[src/rtl/sr_rom_loader_pkg.sv]
// Shared definitions for the UART-fed ROM loader: FSM encoding,
// default frame header byte and data byte-index sizing.
// Imported by the loader top and its timeout sub-module.
package sr_rom_loader_pkg;

  // Loader sequencer states.
  typedef enum logic [2:0] {
    ST_IDLE   = 3'd0,
    ST_LEN_LO = 3'd1,
    ST_LEN_HI = 3'd2,
    ST_DATA   = 3'd3,
    ST_CSUM   = 3'd4
  } state_t;

  // Default frame header byte.
  localparam logic [7:0] DEF_SYNC_BYTE = 8'hA5;

  // Byte index within a 32-bit word (little-endian, 4 bytes).
  localparam int unsigned BIDX_W = 2;
  localparam logic [BIDX_W-1:0] LAST_BIDX = 2'd3;

endpackage

[src/rtl/sr_rom_loader_timeout.sv]
// Loadable down-counter with enable and a one-cycle expiry pulse.
// Expiry is combinational: asserted in the cycle the count would reach zero.
// A load in the same cycle suppresses expiry (fresh activity wins).
module sr_rom_loader_timeout #(
  parameter int unsigned W = 20
) (
  input  logic         clk,
  input  logic         rst,
  input  logic         load,
  input  logic [W-1:0] load_val,
  input  logic         en,
  output logic         expired
);

  logic [W-1:0] cnt;

  assign expired = en && !load && (cnt == W'(1));

  // Reload on activity, otherwise count down while enabled and stop at zero.
  always_ff @(posedge clk) begin
    if (rst) begin
      cnt <= '0;
    end else if (load) begin
      cnt <= load_val;
    end else if (en && (cnt != '0)) begin
      cnt <= cnt - W'(1);
    end
  end

endmodule

[src/rtl/sr_rom_loader.sv]
// UART-fed program loader: parses SYNC/LEN/DATA/CSUM frames, writes
// little-endian 32-bit words to ROM and holds the CPU in reset while loading.
// ROM write appears one cycle after the 4th byte of each word.
module sr_rom_loader
  import sr_rom_loader_pkg::*;
#(
  parameter int unsigned ADDR_W    = 8,
  parameter int unsigned TIMEOUT   = 1000000,
  parameter logic [7:0]  SYNC_BYTE = DEF_SYNC_BYTE
) (
  input  logic              clk,
  input  logic              rst,
  input  logic [7:0]        rx_data,
  input  logic              rx_valid,
  output logic              rom_we,
  output logic [ADDR_W-1:0] rom_addr,
  output logic [31:0]       rom_wdata,
  output logic              cpu_hold,
  output logic              busy,
  output logic              done,
  output logic              err
);

  localparam int unsigned CNT_W = ADDR_W + 1;
  localparam int unsigned TO_W  = $clog2(TIMEOUT + 1);
  // Largest legal word count; compared in 17 bits so a 16-bit length never overflows.
  localparam logic [16:0] DEPTH = 17'(2 ** ADDR_W);

  state_t              state;
  logic [15:0]         len;
  logic [CNT_W-1:0]    word_cnt;
  logic [BIDX_W-1:0]   byte_idx;
  logic [23:0]         asm_word;   // bytes 0..2; byte 3 goes straight to the write register
  logic [7:0]          xsum;
  logic                to_expired;
  logic [16:0]         len_in;

  // Full 16-bit length as it becomes known in LEN_HI.
  assign len_in = {1'b0, rx_data, len[7:0]};

  sr_rom_loader_timeout #(
    .W (TO_W)
  ) u_timeout (
    .clk      (clk),
    .rst      (rst),
    .load     (rx_valid),
    .load_val (TO_W'(TIMEOUT)),
    .en       (state != ST_IDLE),
    .expired  (to_expired)
  );

  // Frame sequencer with registered outputs; errors return to IDLE with CPU still held.
  always_ff @(posedge clk) begin
    if (rst) begin
      state     <= ST_IDLE;
      len       <= '0;
      word_cnt  <= '0;
      byte_idx  <= '0;
      asm_word  <= '0;
      xsum      <= '0;
      rom_we    <= 1'b0;
      rom_addr  <= '0;
      rom_wdata <= '0;
      cpu_hold  <= 1'b0;
      busy      <= 1'b0;
      done      <= 1'b0;
      err       <= 1'b0;
    end else begin
      rom_we <= 1'b0;
      done   <= 1'b0;
      if (to_expired) begin
        state <= ST_IDLE;
        busy  <= 1'b0;
        err   <= 1'b1;
      end else if (rx_valid) begin
        case (state)
          ST_IDLE: begin
            if (rx_data == SYNC_BYTE) begin
              state    <= ST_LEN_LO;
              busy     <= 1'b1;
              cpu_hold <= 1'b1;
              err      <= 1'b0;
              word_cnt <= '0;
              byte_idx <= '0;
              xsum     <= '0;
            end
          end
          ST_LEN_LO: begin
            len[7:0] <= rx_data;
            state    <= ST_LEN_HI;
          end
          ST_LEN_HI: begin
            len[15:8] <= rx_data;
            if (len_in > DEPTH) begin
              state <= ST_IDLE;
              busy  <= 1'b0;
              err   <= 1'b1;
            end else if (len_in == 17'd0) begin
              state <= ST_CSUM;
            end else begin
              state <= ST_DATA;
            end
          end
          ST_DATA: begin
            xsum     <= xsum ^ rx_data;
            byte_idx <= byte_idx + 1'b1;
            if (byte_idx == LAST_BIDX) begin
              rom_we    <= 1'b1;
              rom_wdata <= {rx_data, asm_word};
              rom_addr  <= word_cnt[ADDR_W-1:0];
              word_cnt  <= word_cnt + 1'b1;
              if ((17'(word_cnt) + 17'd1) == {1'b0, len}) begin
                state <= ST_CSUM;
              end
            end else begin
              asm_word[8*byte_idx +: 8] <= rx_data;
            end
          end
          ST_CSUM: begin
            state <= ST_IDLE;
            busy  <= 1'b0;
            if (rx_data == xsum) begin
              done     <= 1'b1;
              cpu_hold <= 1'b0;
            end else begin
              err <= 1'b1;
            end
          end
          default: begin
            state <= ST_IDLE;
            busy  <= 1'b0;
          end
        endcase
      end
    end
  end

endmodule

[config.mk]
export PLATFORM = sky130hd
export DESIGN_NAME = sr_rom_loader
export DESIGN_NICKNAME = d
export VERILOG_FILES = /design/src/rtl/sr_rom_loader_pkg.sv /design/src/rtl/sr_rom_loader_timeout.sv /design/src/rtl/sr_rom_loader.sv
export SDC_FILE = /design/constraint.sdc
export NUM_CORES = 1
export LEC_CHECK = 0
export ABC_AREA = 1
export BUFFER_PORTS_ARGS = -buffer_cell sky130_fd_sc_hd__buf_4
export CORE_MARGIN = 2
export CORE_UTILIZATION = 59
export CTS_CLUSTER_DIAMETER = 30
export DETAILED_ROUTE_END_ITERATION = 7
export PLACE_DENSITY = 0.8
export SYNTH_ARGS = -nofsm -noshare
export SYNTH_HDL_FRONTEND = slang
export SYNTH_SLANG_ARGS = --single-unit
[constraint.sdc]
create_clock -name clk -period 2.2 [get_ports clk]
set_input_delay 0.22 -clock clk [delete_from_list [all_inputs] [get_ports clk]]
set_output_delay 0.22 -clock clk [all_outputs]
set_load 0.03 [all_outputs]
==> results.txt, run 1 <==
----------------------------------------------------
[Outcome]
  Status ... finished, final reports clean

[Global route]
  GRT overflow ... 0
  Overall Global Routing Usage ... 29.2%
  Initial antenna violation count ... 0
  First-pass GRT wire length ... 24,200 um
  Largest net degree at the start of global routing ... 72
  Via count of the first global-routing pass ... 5,228

[STA]
  Slew at the pin closest to its max-slew limit ... 553 ps
  Final max-slew violation count ... 0
  Total setup violations reported at the end of the flow ... 0
  Post-route clock period utilization ... 92.7%
  Post-route clock skew ... 9.98 ps
  Setup repair after global routing missed its margin ... yes
  Final worst path period need ... 2040 ps
  Smallest hold slack ... 24.5 ps
  Max transition margin ... 62.9%
  Hold violation count in the final report ... 0
  Upper clock frequency limit ... 490 MHz

[Floorplanning]
  Starting utilization of the core area ... 61.5%
  Die width ... 103 um
  Core footprint ... 9330 um^2
  Die Area ... 10,500 um^2
  Die height ... 103 um
  FP Rows ... 35
  IO Count ... 56

[Critical path]
  Critical path endpoint category ... flip-flop
  Maximum cell stage delay along the critical path ... 390 ps
  Data arrival time of the critical path ... 2490 ps
  Depth of the critical timing path with buffers and inverters included ... 15
  Library cell contributing the largest single delay on the critical path ... sky130_fd_sc_hd__dfxtp_2
  Max Fanout on Critical Path ... 6
  Kind of critical path ... reg2reg
  Dominant cell type by count on the critical path ... sky130_fd_sc_hd__nand2_1
  Startpoint kind of the worst setup timing path ... flip-flop
  Critical path required time ... 2650 ps
  Depth of the most critical reg-to-reg path ... 15
  CP Buf/Inv Count ... 0
  Kind of cell with the highest combined delay on the critical path ... simple AND/OR/NAND/NOR gates
  Critical-path cell list ... ha_2 -> nand2_1 -> nor2_2 -> nand2_1 -> nand2_1 -> nor2_1 -> nor2_1 -> nand2_1 -> nor2_1 -> nand3_1 -> nand2_1 -> nand2_1 -> nand2_1 -> nand2_1 -> nor2_1

[Final layout]
  Final instance count without filler cells ... 986
  Syn-to-layout area delta ... 21.5%
  Layout fillers ... 683
  Most common library cell in the layout ignoring fill and taps ... sky130_fd_sc_hd__dfxtp_1
  Number of nets in the final layout ... 863
  Diode insertion count for antenna repair ... 0
  Fraction of final layout cells with drive strength greater than 1 ... 15.3%
  Commonest cells after routing, fill and taps aside ... sky130_fd_sc_hd__dfxtp_1, sky130_fd_sc_hd__nand2_1, sky130_fd_sc_hd__inv_1

[Clocking]
  Clock buffers created by TritonCTS ... 17
  TritonCTS clock tree ... built
  Clock slew at reported path FFs ... 60 ps
  Htree depth ... 4
  Library cell used as clock root buffer ... sky130_fd_sc_hd__clkbuf_8
  TritonCTS Sinks ... 127
  Maximum clock insertion buffer count ... 2
  Worst-skew pair later-pin latency ... 520 ps
  Number of hold buffers added after CTS ... 0

[Synthesis]
  Sequential fraction of the synthesis area ... 44.3%
  Post-synth top area share ... 44.3%
  Number of flops mapped to enable cells by yosys ... 0
  Mean Syn Cell Area ... 7.33 um^2
  Post-synth top flop ... sky130_fd_sc_hd__dfxtp_1
  Cell Area, Synth ... 5740 um^2
  Syn Inst Count ... 783
  Cell type contributing the most total cell area after synthesis ... sky130_fd_sc_hd__dfxtp_1
  Net Count, Synth ... 802
  Share of synthesized registers carrying an async set or reset ... 0%
  Register bit count reported by yosys ... 127
  Cell variety after synth ... 35
  Synthesis warning total ... 0
  Main area contributors after synthesis ... sky130_fd_sc_hd__dfxtp_1, sky130_fd_sc_hd__a21oi_1, sky130_fd_sc_hd__nand2_1

[Drt]
  Final routed wire length divided by cell count ... 15.2 um
  DRC violation total after the first TritonRoute iteration ... 374
  Routed via count divided by cell count ... 5.67
  DR pass1 iterations ... 5
  Post-route DRC violation count ... 0
  Total detailed-routing wirelength ... 15,000 um
  Antenna-violating nets left ... 0
  Routed via count ... 5,588

[Power]
  Final total power ... 8.06 mW
  Power density cells ... 1160 nW/um^2
  Worst supply voltage drop on vdd ... 0.000900 V
  Lkg Pwr ... 3.04 nW

[Hold path]
  Hold Crit Depth ... 3
  Path type of the worst min-delay path ... in2reg

[Place]
  Post-placement cell count ... 951
  IO buf count ... 55
  RePlAce Congestion ... 0.941
  Final HPWL from detailed placement ... 9810 um

[Flow run]
  Total of max-cap violations ... 0

----------------------------------------------------
stage by stage:
step | TNS [ps] | cell area, um^2 | util [%] | worst slack [ps]
CTS | 0 | 6910 | 74.1 | 18.4
floorplan | 0 | 5740 | - | 456
detailed placement | -30.6 | 6280 | 67.4 | -17.1
global route | -1.34 | 6970 | 74.7 | -1.34
global placement | 0 | 6280 | 67.4 | 1.65
finish | 0 | 6970 | 74.7 | 160
cells in the mapped netlist (4+ instances only):
| library cell | count |
|---|---|
| sky130_fd_sc_hd__inv_1 | 95 |
| sky130_fd_sc_hd__o21ai_0 | 80 |
| sky130_fd_sc_hd__nor3_1 | 7 |
| sky130_fd_sc_hd__nor2_1 | 84 |
| sky130_fd_sc_hd__nand2_1 | 123 |
| sky130_fd_sc_hd__nand3_1 | 33 |
| sky130_fd_sc_hd__a211oi_1 | 17 |
| sky130_fd_sc_hd__a21oi_1 | 94 |
| sky130_fd_sc_hd__buf_2 | 15 |
| sky130_fd_sc_hd__nor4_1 | 4 |
| sky130_fd_sc_hd__inv_2 | 5 |
| sky130_fd_sc_hd__nand4_1 | 15 |
| sky130_fd_sc_hd__dfxtp_1 | 127 |
| sky130_fd_sc_hd__nand3_2 | 4 |
| sky130_fd_sc_hd__clkbuf_1 | 12 |
| sky130_fd_sc_hd__xor2_1 | 11 |
| sky130_fd_sc_hd__a31oi_1 | 17 |
| sky130_fd_sc_hd__ha_1 | 8 |
layer usage:
layer / vias up / share of wire [%] / track usage [%] / wire length [um]
met5: - / 0 / 0 / 0
met4: 0 / 2.3 / 9.54 / 350
met3: 35 / 6.9 / 6.10 / 1040
met2: 246 / 48 / 49.7 / 7260
met1: 2582 / 42 / 37.0 / 6330
li1: 2725 / - / - / -
final cells by class:
type | instances | area [um^2] | share of cell area, %
well taps | 129 | 161 | 2.32
flip-flops and latches | 127 | 2550 | 36.6
multi-input cells | 523 | 2670 | 38.3
clock buffers | 17 | 414 | 5.94
repair buffers | 73 | 578 | 8.30
inverters | 102 | 383 | 5.49
clock inverters | 15 | 214 | 3.07
cells by family after synthesis:
family / count (synthesis) / synth area share (%)
simple gates: 287 / 22.4
compound gates: 215 / 20.2
buf+inv: 133 / 9.29
flops: 127 / 44.3
xor+xnor: 13 / 1.99
fa+ha+maj: 8 / 1.75
worst register-to-register path, cell delays in order (launching register included):
cell                      delay [ps]
sky130_fd_sc_hd__dfxtp_2         390
sky130_fd_sc_hd__ha_2            210
sky130_fd_sc_hd__nand2_1         110
sky130_fd_sc_hd__nor2_2          150
sky130_fd_sc_hd__nand2_1          70
sky130_fd_sc_hd__nand2_1         110
sky130_fd_sc_hd__nor2_1           50
sky130_fd_sc_hd__nor2_1          110
sky130_fd_sc_hd__nand2_1          60
sky130_fd_sc_hd__nor2_1          130
sky130_fd_sc_hd__nand3_1         130
sky130_fd_sc_hd__nand2_1         120
sky130_fd_sc_hd__nand2_1         120
sky130_fd_sc_hd__nand2_1          80
sky130_fd_sc_hd__nand2_1          50
sky130_fd_sc_hd__nor2_1           80
state kept, by name (all words and copies together), names as in the netlist, 2 cells and up:
register and flops:
rom_wdata 32, asm_word 24, u_timeout.cnt 20, len 16
word_cnt 9, rom_addr 8, xsum 8, state 3
byte_idx 2
timing repair:
item,CTS,global route
cloned,0,1
pin swaps,0,1
gates resized for setup,1,6
setup buffers,0,2
setup endpoints to repair,2,24
power breakdown:
group	internal, mW	total, mW	switching (mW)
clock network	1.79	2.98	1.18
registers	2.56	2.80	0.241
logic	0.732	2.28	1.55
total	5.08	8.06	2.98
path summary, 6_finish.rpt:
kind                             startpoint               end  slack [ps]
worst max-delay path            word_cnt[1]          state[1]         160
worst min-delay path               rx_valid  u_timeout.cnt[9]          20
worst max register to register  word_cnt[1]          state[1]         160
worst min register to register  asm_word[5]       asm_word[5]         450
(Power assumes the default switching activity.)
==> run 2, diff against run 1 <==
- REMOVE_ABC_BUFFERS: not set -> 1
==> results.txt, run 2 (synthesis gave the netlist of run 1 again) <==
----------------------------------------------------
[Critical path]
  Startpoint kind of the worst setup timing path ... flip-flop (unchanged)
  Critical-path cell list ... inv_1 -> nor2_1 -> inv_2 -> nor2_8 -> inv_2 -> nor2_8 -> inv_2 -> nor2_4 -> buf_12 -> o21ai_0 -> a21oi_1 (was ha_2 -> nand2_1 -> nor2_2 -> nand2_1 -> nand2_1 -> nor2_1 -> nor2_1 -> nand2_1 -> nor2_1 -> nand3_1 -> nand2_1 -> nand2_1 -> nand2_1 -> nand2_1 -> nor2_1)
  Max Fanout on Critical Path ... 43 (was 6)
  Maximum cell stage delay along the critical path ... 370 ps (was 390 ps)
  Dominant cell type by count on the critical path ... sky130_fd_sc_hd__inv_2 (was sky130_fd_sc_hd__nand2_1)
  Termination of the worst setup path ... rom_wdata[28] (was state[1])
  Reg-to-reg endpoint ... rom_wdata[28] (was state[1])
  Kind of critical path ... reg2reg (unchanged)
  Critical R2R Launch ... state[0] (was word_cnt[1])
  Data arrival time of the critical path ... 2440 ps (was 2490 ps)
  Launch point of the critical path ... state[0] (was word_cnt[1])
  Depth of the most critical reg-to-reg path ... 11 (was 15)
  Worst R2R Setup Slack ... 190 ps (was 160 ps)
  Critical path endpoint category ... flip-flop (unchanged)
  Library cell contributing the largest single delay on the critical path ... sky130_fd_sc_hd__dfxtp_1 (was sky130_fd_sc_hd__dfxtp_2)
  Critical path required time ... 2640 ps (was 2650 ps)

[Clocking]
  Clock slew at reported path FFs ... 60 ps (about the same)
  TritonCTS clock tree ... built (unchanged)
  Clock buffers created by TritonCTS ... 17 (unchanged)
  Maximum clock insertion buffer count ... 2 (unchanged)
  Htree depth ... 4 (unchanged)
  Library cell used as clock root buffer ... sky130_fd_sc_hd__clkbuf_8 (unchanged)
  Worst-skew pair later-pin latency ... 530 ps (was 520 ps)
  TritonCTS Sinks ... 127 (unchanged)

[Place]
  Final HPWL from detailed placement ... 9920 um (was 9810 um)
  Post-placement cell count ... 952 (was 951)
  RePlAce Congestion ... 0.913 (was 0.941)
  IO buf count ... 55 (unchanged)

[Drt]
  Wire length on met2 ... 7250 um (was 7260 um)
  Wire length on met3 ... 718 um (was 1040 um)
  Detailed-route wire length on metal 1 ... 6370 um (was 6330 um)
  Antenna-violating nets left ... 0 (unchanged)
  DRC violation total after the first TritonRoute iteration ... 339 (was 374)
  Total detailed-routing wirelength ... 14,800 um (was 15,000 um)
  Final routed wire length divided by cell count ... 15.1 um (was 15.2 um)
  Routed via count divided by cell count ... 5.55 (was 5.67)
  Post-route DRC violation count ... 0 (unchanged)
  DR pass1 iterations ... 5 (unchanged)
  Routed via count ... 5,449 (was 5,588)
  Top layer in use ... met4 (unchanged)

[Floorplanning]
  Starting utilization of the core area ... 61.5% (unchanged)
  IO Count ... 56 (unchanged)
  Die width ... 103 um (unchanged)
  Die Area ... 10,500 um^2 (unchanged)
  Core footprint ... 9330 um^2 (unchanged)
  Die height ... 103 um (unchanged)
  FP Rows ... 35 (unchanged)

[Power]
  Final total power ... 7.63 mW (was 8.06 mW)
  Worst supply voltage drop on vdd ... 0.000779 V (was 0.000900 V)
  Lkg Pwr ... 2.99 nW (was 3.04 nW)
  Power density cells ... 1110 nW/um^2 (was 1160 nW/um^2)

[STA]
  Hold violation count in the final report ... 0 (unchanged)
  Post-route clock period utilization ... 91.1% (was 92.7%)
  Setup TNS after final layout ... 0 ps (unchanged)
  Setup repair after global routing missed its margin ... no (was yes)
  Final worst path period need ... 2010 ps (was 2040 ps)
  Final max-slew violation count ... 0 (unchanged)
  Upper clock frequency limit ... 499 MHz (was 490 MHz)
  Slew at the pin closest to its max-slew limit ... 570 ps (was 553 ps)
  Post-route clock skew ... 8.73 ps (was 9.98 ps)
  Max transition margin ... 61.9% (was 62.9%)
  Smallest hold slack ... 43.5 ps (was 24.5 ps)
  Total setup violations reported at the end of the flow ... 0 (unchanged)

[Final layout]
  Diode insertion count for antenna repair ... 0 (unchanged)
  Leading registers by flop count ... rom_wdata: 32 flops, asm_word: 24 flops, u_timeout.cnt: 20 flops (unchanged)
  Commonest cells after routing, fill and taps aside ... sky130_fd_sc_hd__dfxtp_1, sky130_fd_sc_hd__nand2_1, sky130_fd_sc_hd__inv_1 (unchanged)
  Number of nets in the final layout ... 862 (was 863)
  Most common library cell in the layout ignoring fill and taps ... sky130_fd_sc_hd__dfxtp_1 (unchanged)
  Layout fillers ... 712 (was 683)
  Fraction of final layout cells with drive strength greater than 1 ... 14.3% (was 15.3%)
  Largest register by flop count ... rom_wdata (unchanged)
  Area taken by flip-flops and latches ... 2540 um^2 (was 2550 um^2)
  Footprint of the multi-input gates ... 2670 um^2 (about the same)
  Final instance count without filler cells ... 982 (was 986)
  Syn-to-layout area delta ... 19.5% (was 21.5%)
  Number of flip-flops under the largest register name ... 32 (unchanged)

[Global route]
  Initial antenna violation count ... 0 (unchanged)
  First-pass GRT wire length ... 24,200 um (about the same)
  GRT overflow ... 0 (unchanged)
  Overall Global Routing Usage ... 29.4% (was 29.2%)
  Largest net degree at the start of global routing ... 44 (was 72)
  Via count of the first global-routing pass ... 5,220 (was 5,228)

[Flow run]
  Total of max-cap violations ... 0 (unchanged)

[Hold path]
  Path type of the worst min-delay path ... in2reg (unchanged)

[Outcome]
  Status ... finished, final reports clean (unchanged)

----------------------------------------------------
==> run 2: changes by cell type in the layout (fill, tap and decap cells not counted), moves of 2 or more <==
cell | previous run | this run
sky130_fd_sc_hd__inv_6 | 5 | 0
sky130_fd_sc_hd__clkbuf_1 | 0 | 2
sky130_fd_sc_hd__clkbuf_8 | 1 | 5
sky130_fd_sc_hd__buf_6 | 0 | 2
sky130_fd_sc_hd__bufinv_16 | 3 | 1
sky130_fd_sc_hd__clkinv_2 | 0 | 3
sky130_fd_sc_hd__buf_4 | 71 | 68
sky130_fd_sc_hd__inv_8 | 5 | 0
==> run 2: metal layers <==
layer	up-vias	track usage, %
met3	42	6.78
li1	2716	-
met4	0	13.7
met1	2524	35.4
met2	167	49.9
met5	-	0
==> run 2: worst min path at each step <==
stage                  from             to  cells past startpoint
6_report         rx_data[2]    asm_word[2]                      3
4_1_cts          rx_data[2]    asm_word[2]                      3
2_1_floorplan           rst    asm_word[2]                      1
3_3_place_gp    asm_word[5]   rom_wdata[5]                      2
3_5_place_dp   asm_word[17]  rom_wdata[17]                      2
5_1_grt          rx_data[2]    asm_word[2]                      3
==> run 2: critical path: cells and delay by family (launching register included) <==
family | cells | cell delay [ps]
AND/OR/NAND/NOR | 4 | 630
buffers and inverters | 5 | 590
flip-flops | 1 | 370
AO/OA/AOI/OAI | 2 | 330
==> run 2: area by class of cell <==
| type | count | share of cell area, % |
|---|---|---|
| tap | 129 | 2.35 |
| clock inverter | 6 | 0.876 |
| timing repair buffer | 72 | 8.21 |
| clock buffer | 23 | 6.96 |
| multi-input combinational | 523 | 38.9 |
| inverter | 102 | 5.59 |
| sequential | 127 | 37.1 |
==> run 2: stage by stage <==
stage	setup slack, ps	util (%)	instance area, um^2
floorplan	-24.4	-	5590
global placement	246	67.5	6290
detailed placement	174	67.5	6290
CTS	127	73.3	6840
global route	19.6	73.5	6850
finish	195	73.5	6850
==> run 2: power breakdown <==
part / internal [mW] / leakage (nW) / switching (mW)
clock: 1.59 / 0.262 / 0.956
combinational: 0.743 / 1.70 / 1.53
sequential: 2.56 / 1.03 / 0.243
total: 4.89 / 2.99 / 2.73
==> run 2: what timing repair did <==
| action | CTS | global route |
|---|---|---|
| setup buffers | 0 | 0 |
| endpoints found under the hold margin | 1 | 0 |
| endpoints found under the setup margin | 0 | 10 |
| hold buffers | 1 | 0 |
| resized for setup | 0 | 6 |
==> run 3, diff against run 2 <==
- CORE_UTILIZATION: 59 -> 53
- MAX_ROUTING_LAYER: not set -> met4
- PLACE_DENSITY: 0.8 -> 0.75
- clock period: 2.2 -> 1.7 ns (I/O delays scaled with it)
==> results.txt, run 3 (synthesis gave the netlist of run 1 again) <==
----------------------------------------------------
[Clocking]
  Clock slew at reported path FFs ... 60 ps (about the same)
  TritonCTS clock tree ... built (unchanged)
  Clock buffers created by TritonCTS ... 17 (unchanged)
  TritonCTS Sinks ... 127 (unchanged)
  Worst-skew pair later-pin latency ... 550 ps (was 530 ps)
  Maximum clock insertion buffer count ... 2 (unchanged)
  Htree depth ... 4 (unchanged)
  Library cell used as clock root buffer ... sky130_fd_sc_hd__clkbuf_8 (unchanged)

[Final layout]
  Largest register by flop count ... rom_wdata (unchanged)
  Commonest cells after routing, fill and taps aside ... sky130_fd_sc_hd__buf_4, sky130_fd_sc_hd__dfxtp_1, sky130_fd_sc_hd__nand2_1 (was sky130_fd_sc_hd__dfxtp_1, sky130_fd_sc_hd__nand2_1, sky130_fd_sc_hd__inv_1)
  Layout fillers ... 557 (was 712)
  Leading registers by flop count ... rom_wdata: 32 flops, asm_word: 24 flops, u_timeout.cnt: 20 flops (unchanged)
  Number of nets in the final layout ... 976 (was 862)
  Fraction of final layout cells with drive strength greater than 1 ... 37.5% (was 14.3%)
  Syn-to-layout area delta ... 51.0% (was 19.5%)
  Diode insertion count for antenna repair ... 0 (unchanged)
  Area taken by flip-flops and latches ... 2560 um^2 (was 2540 um^2)
  Footprint of the multi-input gates ... 3220 um^2 (was 2670 um^2)
  Final core area utilization ... 83.1% (was 73.5%)
  Number of flip-flops under the largest register name ... 32 (unchanged)
  Most common library cell in the layout ignoring fill and taps ... sky130_fd_sc_hd__buf_4 (was sky130_fd_sc_hd__dfxtp_1)

[Drt]
  Antenna-violating nets left ... 0 (unchanged)
  Routed via count divided by cell count ... 6.05 (was 5.55)
  DR pass1 iterations ... 7 (was 5)
  Final routed wire length divided by cell count ... 19.7 um (was 15.1 um)
  Routed via count ... 6,680 (was 5,449)
  Total detailed-routing wirelength ... 21,800 um (was 14,800 um)
  Detailed-route wire length on metal 1 ... 8050 um (was 6370 um)
  Wire length on met2 ... 10,800 um (was 7250 um)
  Wire length on met3 ... 1610 um (was 718 um)
  Top layer in use ... met4 (unchanged)
  DRC violation total after the first TritonRoute iteration ... 563 (was 339)
  Post-route DRC violation count ... 0 (unchanged)

[STA]
  Setup TNS after final layout ... -4030 ps (was 0 ps)
  Hold violation count in the final report ... 0 (unchanged)
  Post-route clock period utilization ... 116% (was 91.1%)
  Total setup violations reported at the end of the flow ... 76 (was 0)
  Post-route clock skew ... 9.11 ps (was 8.73 ps)
  Final setup margin ... -274 ps (was 195 ps)
  Final worst path period need ... 1970 ps (was 2010 ps)
  Setup repair after global routing missed its margin ... yes (was no)
  Upper clock frequency limit ... 507 MHz (was 499 MHz)
  Final max-slew violation count ... 0 (unchanged)
  Max transition margin ... 50.5% (was 61.9%)
  Slew at the pin closest to its max-slew limit ... 742 ps (was 570 ps)
  Smallest hold slack ... 84.1 ps (was 43.5 ps)

[Critical path]
  Startpoint kind of the worst setup timing path ... flip-flop (unchanged)
  Critical path required time ... 2170 ps (was 2640 ps)
  Critical-path cell list ... ha_4 -> inv_2 -> nand2_1 -> nand2_1 -> nor2_1 -> nand2_1 -> nor2_2 -> nand3_1 -> nor2_1 -> nand3_1 -> nand2_2 -> nand2_4 -> nand2_1 -> nand2_1 -> nor2_1 (was inv_1 -> nor2_1 -> inv_2 -> nor2_8 -> inv_2 -> nor2_8 -> inv_2 -> nor2_4 -> buf_12 -> o21ai_0 -> a21oi_1)
  Kind of critical path ... reg2reg (unchanged)
  Kind of cell with the highest combined delay on the critical path ... simple AND/OR/NAND/NOR gates (unchanged)
  Library cell contributing the largest single delay on the critical path ... sky130_fd_sc_hd__dfxtp_2 (was sky130_fd_sc_hd__dfxtp_1)
  Maximum cell stage delay along the critical path ... 340 ps (was 370 ps)
  Max Fanout on Critical Path ... 4 (was 43)
  Data arrival time of the critical path ... 2450 ps (was 2440 ps)
  CP Buf/Inv Count ... 1 (was 5)
  Dominant cell type by count on the critical path ... sky130_fd_sc_hd__nand2_1 (was sky130_fd_sc_hd__inv_2)
  Critical path endpoint category ... flip-flop (unchanged)

[Floorplanning]
  Core footprint ... 10,400 um^2 (was 9330 um^2)
  Starting utilization of the core area ... 55.1% (was 61.5%)
  IO Count ... 56 (unchanged)
  Die width ... 108 um (was 103 um)
  Die Area ... 11,700 um^2 (was 10,500 um^2)
  Die height ... 108 um (was 103 um)
  FP Rows ... 37 (was 35)

[Power]
  Lkg Pwr ... 3.71 nW (was 2.99 nW)
  Power density cells ... 1450 nW/um^2 (was 1110 nW/um^2)
  Final total power ... 12.6 mW (was 7.63 mW)
  Worst supply voltage drop on vdd ... 0.00162 V (was 0.000779 V)

[Place]
  Final HPWL from detailed placement ... 10,800 um (was 9920 um)
  RePlAce Congestion ... 0.953 (was 0.913)
  IO buf count ... 55 (unchanged)

[Global route]
  GRT overflow ... 0 (unchanged)
  First-pass GRT wire length ... 27,400 um (was 24,200 um)
  Via count of the first global-routing pass ... 5,843 (was 5,220)
  Largest net degree at the start of global routing ... 60 (was 44)
  Overall Global Routing Usage ... 30.9% (was 29.4%)
  Initial antenna violation count ... 0 (unchanged)

[Hold path]
  Path type of the worst min-delay path ... in2reg (unchanged)

[Flow run]
  Total of max-cap violations ... 0 (unchanged)

[Outcome]
  Violations in the final reports ... negative setup slack
  Status ... finished, violations left (was finished, final reports clean)

----------------------------------------------------
==> run 3: changes by cell type in the layout (fill, tap and decap cells not counted), sizes merged <==
cell         before  now
dlygate4sd3       1    4
clkinvlp          2    1
clkbuf           23   31
buf              71  175
bufinv            1    2
nand3            37   38
==> run 3: routing by layer <==
| layer | up-vias | global-route usage [%] |
|---|---|---|
| met4 | 0 | 14.7 |
| met2 | 392 | 52.2 |
| met5 | - | - |
| met1 | 3180 | 34.9 |
| li1 | 2959 | - |
| met3 | 149 | 6.81 |
==> run 3: through the flow <==
stage | instance area [um^2] | instances | worst slack, ps
after global placement | 6780 | 1021 | -44.8
final | 8660 | 1105 | -274
after global routing | 8660 | 1105 | -405
after floorplan | 5590 | 752 | -524
after CTS | 7800 | 1074 | -82.9
after detailed placement | 6780 | 1021 | -119
==> run 3: worst paths after layout <==
| kind | start | to | slack, ps | cells after the start |
|---|---|---|---|---|
| max | word_cnt[0] | state[0] | -270 | 15 |
| min | rx_data[4] | rom_wdata[28] | 80 | 4 |
| max reg2reg | word_cnt[0] | state[0] | -270 | 15 |
| min reg2reg | asm_word[1] | asm_word[1] | 460 | 2 |
==> run 3: final cells by class <==
class,count,area share (%)
well taps,136,1.96
clock inverters,5,0.867
repair inverters,1,0.0722
repair buffers,184,19.6
clock buffers,26,5.98
inverters,102,4.67
flip-flops and latches,127,29.6
multi-input cells,524,37.2
==> run 3: what timing repair did <==
| action | in CTS | in global routing |
|---|---|---|
| endpoints found under the setup margin | 80 | 106 |
| endpoints found under the hold margin | 4 | 0 |
| pin swaps | 12 | 51 |
| resized for setup | 44 | 196 |
| setup buffers | 13 | 27 |
| gates cloned | 5 | 7 |
| hold buffers | 4 | 0 |
==> run 3: worst min-delay path: stages <==
cell,delay [ps]
sky130_fd_sc_hd__buf_4,120
sky130_fd_sc_hd__inv_1,70
sky130_fd_sc_hd__buf_4,150
sky130_fd_sc_hd__a21oi_2,60
==> run 3: where the power goes <==
group          total [mW]  leakage, nW  switching, mW  internal [mW]
Combinational        5.23         2.38           3.02           2.21
Clock                3.67        0.297           1.32           2.35
Sequential           3.70         1.03          0.358           3.34
Total                12.6         3.71           4.70           7.90
